### config.mk
export PLATFORM = sky130hd
export DESIGN_NAME = mem_load_unit
export DESIGN_NICKNAME = d
export VERILOG_FILES = /design/src/rtl/riscv_pkg.sv /design/src/rtl/sw_debounce.sv /design/src/rtl/mem_load_unit.sv
export SDC_FILE = /design/constraint.sdc
export NUM_CORES = 1
export LEC_CHECK = 0
export CAP_MARGIN = 20
export CORE_ASPECT_RATIO = 1.5
export CORE_MARGIN = 2
export CORE_UTILIZATION = 33
export DETAILED_ROUTE_END_ITERATION = 10
export GPL_ROUTABILITY_DRIVEN = 0
export PLACE_DENSITY_LB_ADDON = 0.3
export RECOVER_POWER = 50
export SLEW_MARGIN = 20
export SYNTH_ARGS = -nofsm -noshare
export SYNTH_HDL_FRONTEND = slang
export SYNTH_SLANG_ARGS = --single-unit
### constraint.sdc
create_clock -name clk -period 1.71 [get_ports clk]
set_input_delay 0.171 -clock clk [delete_from_list [all_inputs] [get_ports clk]]
set_output_delay 0.171 -clock clk [all_outputs]
set_load 0.01 [all_outputs]
### src/rtl/riscv_pkg.sv
// rtl/riscv_pkg.sv - shared RISC-V widths, load funct3 codes and MMIO addresses
package riscv_pkg;

  localparam int XLEN = 32;

  localparam logic [2:0] F3_BYTE = 3'b000;
  localparam logic [2:0] F3_HALF = 3'b001;
  localparam logic [2:0] F3_WORD = 3'b010;
  localparam logic [2:0] F3_LBU  = 3'b100;
  localparam logic [2:0] F3_LHU  = 3'b101;

  localparam logic [XLEN-1:0] MMIO_LED_ADDR = 32'hFFFF_0000;
  localparam logic [XLEN-1:0] MMIO_SW_ADDR  = 32'hFFFF_0004;

endpackage

### src/rtl/sw_debounce.sv
// rtl/sw_debounce.sv - two-flop synchronizer plus stability counter for the switch bus
module sw_debounce #(
  parameter int SW_WIDTH        = 4,
  parameter int DEBOUNCE_CYCLES = 16
) (
  input  logic                clk,
  input  logic                rst,
  input  logic [SW_WIDTH-1:0] sw_in,
  output logic [SW_WIDTH-1:0] sw_stable
);

  localparam int CW = (DEBOUNCE_CYCLES > 2) ? $clog2(DEBOUNCE_CYCLES) : 1;

  logic [SW_WIDTH-1:0] sync_q1;
  logic [SW_WIDTH-1:0] sync_q2;
  logic [CW-1:0]       cnt;

  // Bring the asynchronous switches into the clk domain.
  always_ff @(posedge clk) begin
    if (rst) begin
      sync_q1 <= '0;
      sync_q2 <= '0;
    end else begin
      sync_q1 <= sw_in;
      sync_q2 <= sync_q1;
    end
  end

  // Commit a new switch value only after it has differed for DEBOUNCE_CYCLES samples in a row.
  always_ff @(posedge clk) begin
    if (rst) begin
      cnt       <= '0;
      sw_stable <= '0;
    end else if (sync_q2 == sw_stable) begin
      cnt <= '0;
    end else if (cnt == CW'(DEBOUNCE_CYCLES - 1)) begin
      sw_stable <= sync_q2;
      cnt       <= '0;
    end else begin
      cnt <= cnt + CW'(1);
    end
  end

endmodule

### src/rtl/mem_load_unit.sv
// rtl/mem_load_unit.sv - MEM/WB load path: capture, align, extend, MMIO switch read (option MMIO_LED_READBACK_EN)
module mem_load_unit
  import riscv_pkg::*;
#(
  parameter int SW_WIDTH        = 4,
  parameter int DEBOUNCE_CYCLES = 16
) (
  input  logic                clk,
  input  logic                rst,
  input  logic                mem_read_en,
  input  logic [XLEN-1:0]     alu_result,
  input  logic [2:0]          funct3,
  input  logic [XLEN-1:0]     dmem_rdata,
  input  logic [SW_WIDTH-1:0] sw_in,
`ifdef MMIO_LED_READBACK_EN
  input  logic [3:0]          leds_in,
`endif
  output logic [XLEN-1:0]     load_data,
  output logic                load_valid,
  output logic                load_misaligned
);

  logic [SW_WIDTH-1:0] sw_stable;
  logic                st_pend;
  logic [1:0]          st_offset;
  logic [2:0]          st_funct3;
  logic                st_is_sw;
`ifdef MMIO_LED_READBACK_EN
  logic                st_is_led;
`endif

  logic [XLEN-1:0] word;
  logic [7:0]      byte_v;
  logic [15:0]     half_v;

  sw_debounce #(
    .SW_WIDTH        (SW_WIDTH),
    .DEBOUNCE_CYCLES (DEBOUNCE_CYCLES)
  ) u_sw_debounce (
    .clk       (clk),
    .rst       (rst),
    .sw_in     (sw_in),
    .sw_stable (sw_stable)
  );

  // MEM-stage capture: remember what the WB-side extraction needs while memory answers.
  always_ff @(posedge clk) begin
    if (rst) begin
      st_pend   <= 1'b0;
      st_offset <= '0;
      st_funct3 <= '0;
      st_is_sw  <= 1'b0;
`ifdef MMIO_LED_READBACK_EN
      st_is_led <= 1'b0;
`endif
    end else begin
      st_pend <= mem_read_en;
      if (mem_read_en) begin
        st_offset <= alu_result[1:0];
        st_funct3 <= funct3;
        st_is_sw  <= (alu_result == MMIO_SW_ADDR);
`ifdef MMIO_LED_READBACK_EN
        st_is_led <= (alu_result == MMIO_LED_ADDR);
`endif
      end
    end
  end

  // Response cycle: pick the source word, then slice and extend it, or flag misalignment.
  always_comb begin
    word            = dmem_rdata;
    byte_v          = '0;
    half_v          = '0;
    load_data       = '0;
    load_misaligned = 1'b0;
    if (st_is_sw) word = XLEN'(sw_stable);
`ifdef MMIO_LED_READBACK_EN
    if (st_is_led) word = XLEN'(leds_in);
`endif
    if (st_pend) begin
      case (st_funct3)
        F3_BYTE, F3_LBU: begin
          byte_v    = word[{st_offset, 3'b000} +: 8];
          load_data = {{(XLEN-8){byte_v[7] & ~st_funct3[2]}}, byte_v};
        end
        F3_HALF, F3_LHU: begin
          if (st_offset[0]) begin
            load_misaligned = 1'b1;
          end else begin
            half_v    = word[{st_offset[1], 4'b0000} +: 16];
            load_data = {{(XLEN-16){half_v[15] & ~st_funct3[2]}}, half_v};
          end
        end
        default: begin
          if (st_offset != 2'b00) load_misaligned = 1'b1;
          else                    load_data       = word;
        end
      endcase
    end
  end

  assign load_valid = st_pend;

endmodule

==> results of run 1 <==
[state kept, by name (all words and copies together) (netlist names)]
name	count
st_is_sw	1
st_offset	2
u_sw_debounce.sync_q1	4
load_valid	1
st_funct3	3
u_sw_debounce.sync_q2	4
u_sw_debounce.cnt	4
u_sw_debounce.sw_stable	4
[placed cells by master (no fill, tap or decap), types with 3 or more instances in the layout]
| master | n |
|---|---|
| clkdlybuf4s50_1 | 73 |
| buf_4 | 36 |
| buf_6 | 33 |
| nor2_1 | 29 |
| buf_2 | 20 |
| dfxtp_1 | 18 |
| nand2_2 | 14 |
| nand2_1 | 14 |
| a21oi_1 | 13 |
| mux2i_1 | 12 |
| nor2b_1 | 12 |
| a221oi_2 | 8 |
| xnor2_1 | 5 |
| nand2b_1 | 4 |
| a21oi_2 | 4 |
| inv_1 | 4 |
| a22oi_2 | 4 |
| o221ai_2 | 4 |
| and2_1 | 4 |
| nand4_1 | 4 |
| nor4_1 | 4 |
| mux2i_4 | 3 |
| mux4_2 | 3 |
| nand3_1 | 3 |
| clkbuf_8 | 3 |
| buf_12 | 3 |
| dfxtp_4 | 3 |
[how the worst max path moves through the flow]
| stage | endpoint | depth (start not counted) | start |
|---|---|---|---|
| finish | load_data[31] | 10 | st_is_sw$_SDFFE_PP0P_ |
| global route | load_data[21] | 10 | st_is_sw$_SDFFE_PP0P_ |
| CTS | load_data[26] | 10 | st_is_sw$_SDFFE_PP0P_ |
| detailed placement | load_data[13] | 7 | dmem_rdata[15] |
| global placement | load_data[13] | 7 | dmem_rdata[15] |
| floorplan | load_data[10] | 6 | st_is_sw$_SDFFE_PP0P_ |
[metrics by stage]
stage	utilization, %	hold slack [ns]
global route	70.89	0.4636
finish	70.89	0.4370
global placement	62.11	0.4159
CTS	66.73	0.4453
floorplan	-	0.2992
detailed placement	62.11	0.4283
[kinds of logic after synthesis]
kind of cell,after synthesis,synth area share (%)
adders and majority gates,1,0.7309
DFF,23,26.90
buffers and inverters,21,6.506
AOI/OAI and AO/OA,44,17.84
muxes,20,13.89
and+or+nand+nor,106,31.07
xor gates and xnor gates,6,3.070
[power groups by stage]
stage / sequential (mW) / clock, mW / combinational [mW]
global placement: 0.583 / 0 / 0.620
CTS: 0.574 / 0.328 / 0.682
finish: 0.575 / 0.315 / 0.757
global route: 0.578 / 0.351 / 0.806
detailed placement: 0.584 / 0 / 0.628
floorplan: 0.580 / 0 / 0.236
[metal layers]
| layer | vias up | track usage (%) |
|---|---|---|
| met5 | - | 0 |
| met4 | 0 | 9.074 |
| met3 | 17 | 3.190 |
| met2 | 94 | 43.82 |
| met1 | 1063 | 22.58 |
| li1 | 1109 | - |
[what timing repair did]
item                       CTS  global route
pin swaps                   22            17
resized for setup          187            49
gates cloned                 1             0
setup buffers               17             5
setup endpoints to repair   33            33
[layout make-up]
class,count,area [um^2]
repair buffers,169,1572
well taps,68,85.08
multi-input cells,177,1410
flip-flops and latches,23,474.2
fillers,382,1480
clock buffers,4,45.04
inverters,5,18.77
[worst reg2reg max path: stages (launching register included)]
cell and delay [ns]:
dfxtp_1 0.33, ha_1 0.22, nand3_1 0.25, mux2i_1 0.23, nor2_1 0.05
==> run_results.csv, run 1 <==
group,metric,value,unit
floorplan,ios,108,
yosys,netlist-cell-type-count,43,
global_route,grt.total_usage,22.13,%
setup_path,cp_slowest_cell,"dfxtp_2",
route,highest_layer,"met4",
clock_tree,htree_levels,1,
clock_tree,cts_buffers,3,
floorplan,die_h,92.21,um
yosys,synth_nets,296,
yosys,synthArstFlopShare,0,%
finish,finalNonFillerCells,446,
yosys,ys_ff_latch,23,
placed_design,dp_hpwl,4824,um
yosys,syn_area_per_cell,7.745,um^2
placed_design,place_inst,424,
route,vias_per_cell,5.119,
route,drcViolationCount,0,
setup_path,critical_path_class,"reg2out",
pwr,seq_power_share,34.9,%
global_route,grt_max_degree,20,
placed_design,placed_cell_area,3158,um^2
hold_path,min-delay-path-class,"reg2reg",
floorplan,rows,32,
route,drt_first_pass_iters,4,
timing,tightest_slew,0.7625,ns
clock_tree,cts_tree,"done",
timing,layout_min_cycle_time,2.112,ns
timing,fin_tns_setup,-8.191,ns
pwr,p_per_area,456.9,nW/um^2
setup_path,crit_required,1.54,ns
timing,fin_ws,-0.4016,ns
pwr,total_power,1.647,mW
setup_path,critPathBufInv,6,
route,drt-met1-wl,2358,um
yosys,ys_top_cells_by_count,"32 x nor2_1, 30 x nand2_1, 23 x dfxtp_1",
global_route,grt_antenna_before_repair,0,
setup_path,r2r_setup_slack,0.49,ns
pwr,p_int,1.170,mW
timing,rsz0062_at_grt,"yes",
floorplan,coreArea,5085,um^2
finish,drive_gt1_share,42.33,%
setup_path,r2r_cells,4,
job,maxCapViolCount,0,
timing,finalHoldViolations,0,
hold_path,min_to,"u_sw_debounce.sync_q2[1]$_SDFF_PP0_",
hold_path,min_path_cells,1,
setup_path,r2r-end,"u_sw_debounce.sw_stable[2]$_SDFFE_PP0P_",
route,drt_wl_total,6727,um
yosys,synth_top_area_share,26.90,%
setup_path,crit_fanout,5,
floorplan,dieArea,5791,um^2
pwr,power_switching,0.4771,mW
pwr,power.share.switching,28.97,%
route,met2_length,3838,um
yosys,synth_most_common_cell,"nor2_1",
finish,finalNetCount,454,
route,drtIter0Drc,133,
pwr,ir_drop,0.5593,mV
yosys,synth-warning-count,0,
setup_path,cpMostUsedCell,"buf_6",
yosys,syn_area,1712,um^2
setup_path,critPathTopFamily,"buffers and inverters",
timing,max_freq,473.6,MHz
clock_tree,clk_pin_slew,0.07,ns
pwr,p_leak,1.538,nW
finish,antennaDiodeCount,0,
clock_tree,ctsHoldBuffers,0,
yosys,synth_edf_count,0,
route,num_vias,2283,
route,wl_per_cell,15.08,um
setup_path,slowest_delay,0.35,ns
clock_tree,clockBufferDepth,2,
yosys,ys_top_cells_by_area,"dfxtp_1 27%, mux2i_1 9.9%, nor2_1 7.0%, nand2_1 6.6%, a21oi_1 5.3%",
route,wl_met3,360,um
clock_tree,clk_latency,0.26,ns
floorplan,die_w,62.81,um
placed_design,post-place-ws,-0.6185,ns
status,violations,"setup timing",
global_route,grt_pass1_wl,10440,um
global_route,overflow,0,
route,ant_nets,0,
timing,finalCritPeriodShare,123.5,%
yosys,synth_cells,221,
floorplan,start_util,33.66,%
placed_design,port_buffers,107,
pwr,clkPwrFrac,19.1,%
yosys,ys_seq_area_share,26.90,%
global_route,first_global_vias,2318,
setup_path,crit_path_end_kind,"output port",
timing,relSlewSlack,49.16,%
clock_tree,clock-root-buffer,"clkbuf_8",
pwr,p_comb_share,45.9,%
setup_path,worstPathCellList,"buf_6 -> buf_6 -> nor2b_2 -> o21a_1 -> buf_6 -> o211ai_1 -> buf_4 -> buf_6 -> nand2_2 -> buf_6",
finish,final_area,3605,um^2
setup_path,timing.rr.start,"u_sw_debounce.cnt[0]$_SDFF_PP0_",
hold_path,hp-start,"u_sw_debounce.sync_q1[1]$_SDFF_PP0_",
timing,slew_violations,0,
timing,setup_viol,30,
setup_path,worstSetupStartpointType,"flop",
yosys,netlist.top_cell.by_area,"dfxtp_1",
finish,area_growth_syn_to_layout,110.6,%
status,outcome,"finished with violations",
setup_path,cp_data_arrival_time,1.94,ns
timing,fin_skew,0.003672,ns
yosys,synth_ff_type,"dfxtp_1",
clock_tree,cts_sinks,23,
No activity file was read; power rests on OpenSTA's default activity.
==> run 2, diff against run 1 <==
--- a/config.mk
+++ b/config.mk
@@ -5,7 +5,7 @@
 export SDC_FILE = /design/constraint.sdc
 export NUM_CORES = 1
 export LEC_CHECK = 0
-export CAP_MARGIN = 20
+export CAP_MARGIN = 25
 export CORE_ASPECT_RATIO = 1.5
 export CORE_MARGIN = 2
 export CORE_UTILIZATION = 33
==> results of run 2 <==
Same layout as run 1: the final DEF is identical, and so are final timing and power.
==> run 3, diff against run 2 <==
--- a/config.mk
+++ b/config.mk
@@ -11,6 +11,7 @@
 export CORE_UTILIZATION = 33
 export DETAILED_ROUTE_END_ITERATION = 10
 export GPL_ROUTABILITY_DRIVEN = 0
+export GPL_TIMING_DRIVEN = 0
 export PLACE_DENSITY_LB_ADDON = 0.3
 export RECOVER_POWER = 50
 export SLEW_MARGIN = 20
==> run_results.csv, run 3 (same netlist as run 1, synthesis figures left out) <==
group,metric,value,unit
status,outcome,"finished with violations",
status,violations,"setup timing",
timing,layout_min_cycle_time,2.188,ns
floorplan,die_h,92.21,um
global_route,first_global_vias,2328,
setup_path,crit_required,1.54,ns
pwr,total_power,1.613,mW
finish,finalNetCount,443,
floorplan,start_util,33.66,%
finish,final_area,3460,um^2
setup_path,cp_data_arrival_time,2.02,ns
timing,setup_viol,32,
placed_design,post-place-ws,-0.9146,ns
route,ant_nets,0,
clock_tree,cts_buffers,3,
setup_path,critical_path_class,"reg2out",
timing,finalHoldViolations,0,
setup_path,slowest_delay,0.43,ns
route,drtIter0Drc,81,
route,drcViolationCount,0,
placed_design,dp_hpwl,4573,um
route,drt_first_pass_iters,4,
global_route,grt_pass1_wl,10790,um
timing,fin_tns_setup,-10.08,ns
pwr,p_per_area,466.4,nW/um^2
setup_path,worstSetupStartpointType,"flop",
route,drt_wl_total,7024,um
global_route,grt.total_usage,23.38,%
clock_tree,cts_tree,"done",
floorplan,die_w,62.81,um
setup_path,worstPathCellList,"or3b_4 -> nor4_4 -> buf_4 -> buf_6 -> buf_6 -> a21oi_2 -> nand2_1 -> buf_2",
setup_path,crit_fanout,6,
global_route,overflow,0,
timing,rsz0062_at_grt,"yes",
clock_tree,cts_sinks,23,
pwr,ir_drop,0.5879,mV
pwr,p_leak,1.477,nW
global_route,grt_antenna_before_repair,0,
clock_tree,clk_pin_slew,0.08,ns
floorplan,dieArea,5791,um^2
setup_path,crit_path_end_kind,"output port",
clock_tree,clock-root-buffer,"clkbuf_8",
finish,mostFrequentLayoutCell,"clkdlybuf4s50_1",
timing,slew_violations,0,
floorplan,rows,32,
timing,relSlewSlack,68.96,%
placed_design,placed_cell_area,2873,um^2
floorplan,ios,108,
global_route,grt_max_degree,15,
timing,finalCritPeriodShare,128.0,%
floorplan,coreArea,5085,um^2
finish,drive_gt1_share,39.24,%
clock_tree,ctsHoldBuffers,0,
route,num_vias,2272,
timing,tightest_slew,0.4656,ns
route,vias_per_cell,5.223,
setup_path,cpMostUsedCell,"buf_6",
clock_tree,clk_latency,0.27,ns
job,maxCapViolCount,0,
finish,finish.utilization,68.04,%
finish,area_growth_syn_to_layout,102.1,%
clock_tree,clockBufferDepth,2,
finish,antennaDiodeCount,0,
hold_path,min-delay-path-class,"in2reg",
finish,layout_common_cells,"72 x clkdlybuf4s50_1, 32 x buf_2, 29 x nand2_1, 28 x nor2_1, 23 x buf_4",
route,wl_per_cell,16.15,um
timing,max_freq,456.9,MHz
timing,fin_ws,-0.4784,ns
clock_tree,htree_levels,1,
placed_design,port_buffers,106,
setup_path,cp_slowest_cell,"or3b_4",
timing,fin_skew,0.008719,ns
## run 3: changes by cell type in the layout (fill, tap and decap cells not counted), sizes merged
cell           before  now
buf                93   77
clkbuf              5   10
clkinvlp            0    2
clkdlybuf4s15       1    0
clkdlybuf4s50      73   72
dlygate4sd2         0    1
inv                 5    4
## run 3: metal layers
metal	GRT usage (%)	up-vias	share of wire, %
met5	0	-	0
met4	10.93	0	4.8
met3	2.822	28	4.9
met2	46.77	105	56
met1	23.23	1047	34
li1	-	1092	-
## run 3: critical path, delay by kind of cell, from the launching register on
family / cells / cell delay [ns]
compound gates: 1 / 0.03
buf+inv: 4 / 0.50
flops: 1 / 0.37
simple gates: 3 / 0.84
## run 3: path summary, 6_finish.rpt
kind	startpoint	to	slack, ns	depth (start not counted)
setup / recovery	st_is_sw$_SDFFE_PP0P_	load_data[25]	-0.48	8
hold reg to reg	u_sw_debounce.sync_q1[3]$_SDFF_PP0_	u_sw_debounce.sync_q2[3]$_SDFF_PP0_	0.45	1
hold / removal	mem_read_en	st_is_sw$_SDFFE_PP0P_	0.36	3
setup reg to reg	st_funct3[1]$_SDFFE_PP0P_	st_funct3[1]$_SDFFE_PP0P_	0.44	4
## run 3: cell type report
class,instances,area [um^2]
buffer,13,121.4
clock buffer,3,41.29
clock inverter,1,7.507
fill,408,1625
inverter,5,22.52
multi-input combinational,177,1430
sequential,23,480.5
tap,68,85.08
timing repair buffer,145,1271
## run 3: power by group
part	switching [mW]	internal, mW
logic	0.304	0.400
registers	0.0205	0.552
clock network	0.172	0.165
## run 3: what timing repair did
action	4_1_cts	5_1_grt
cloned	2	0
resized for setup	192	44
setup buffers	30	9
pin swaps	15	21
setup endpoints to repair	33	32
## run 3: stage by stage
step	instances	hold WS (ns)
after floorplan	221	0.2992
after global placement	395	0.4156
after detailed placement	395	0.4369
after CTS	429	0.3417
after global routing	435	0.3897
final	435	0.3632
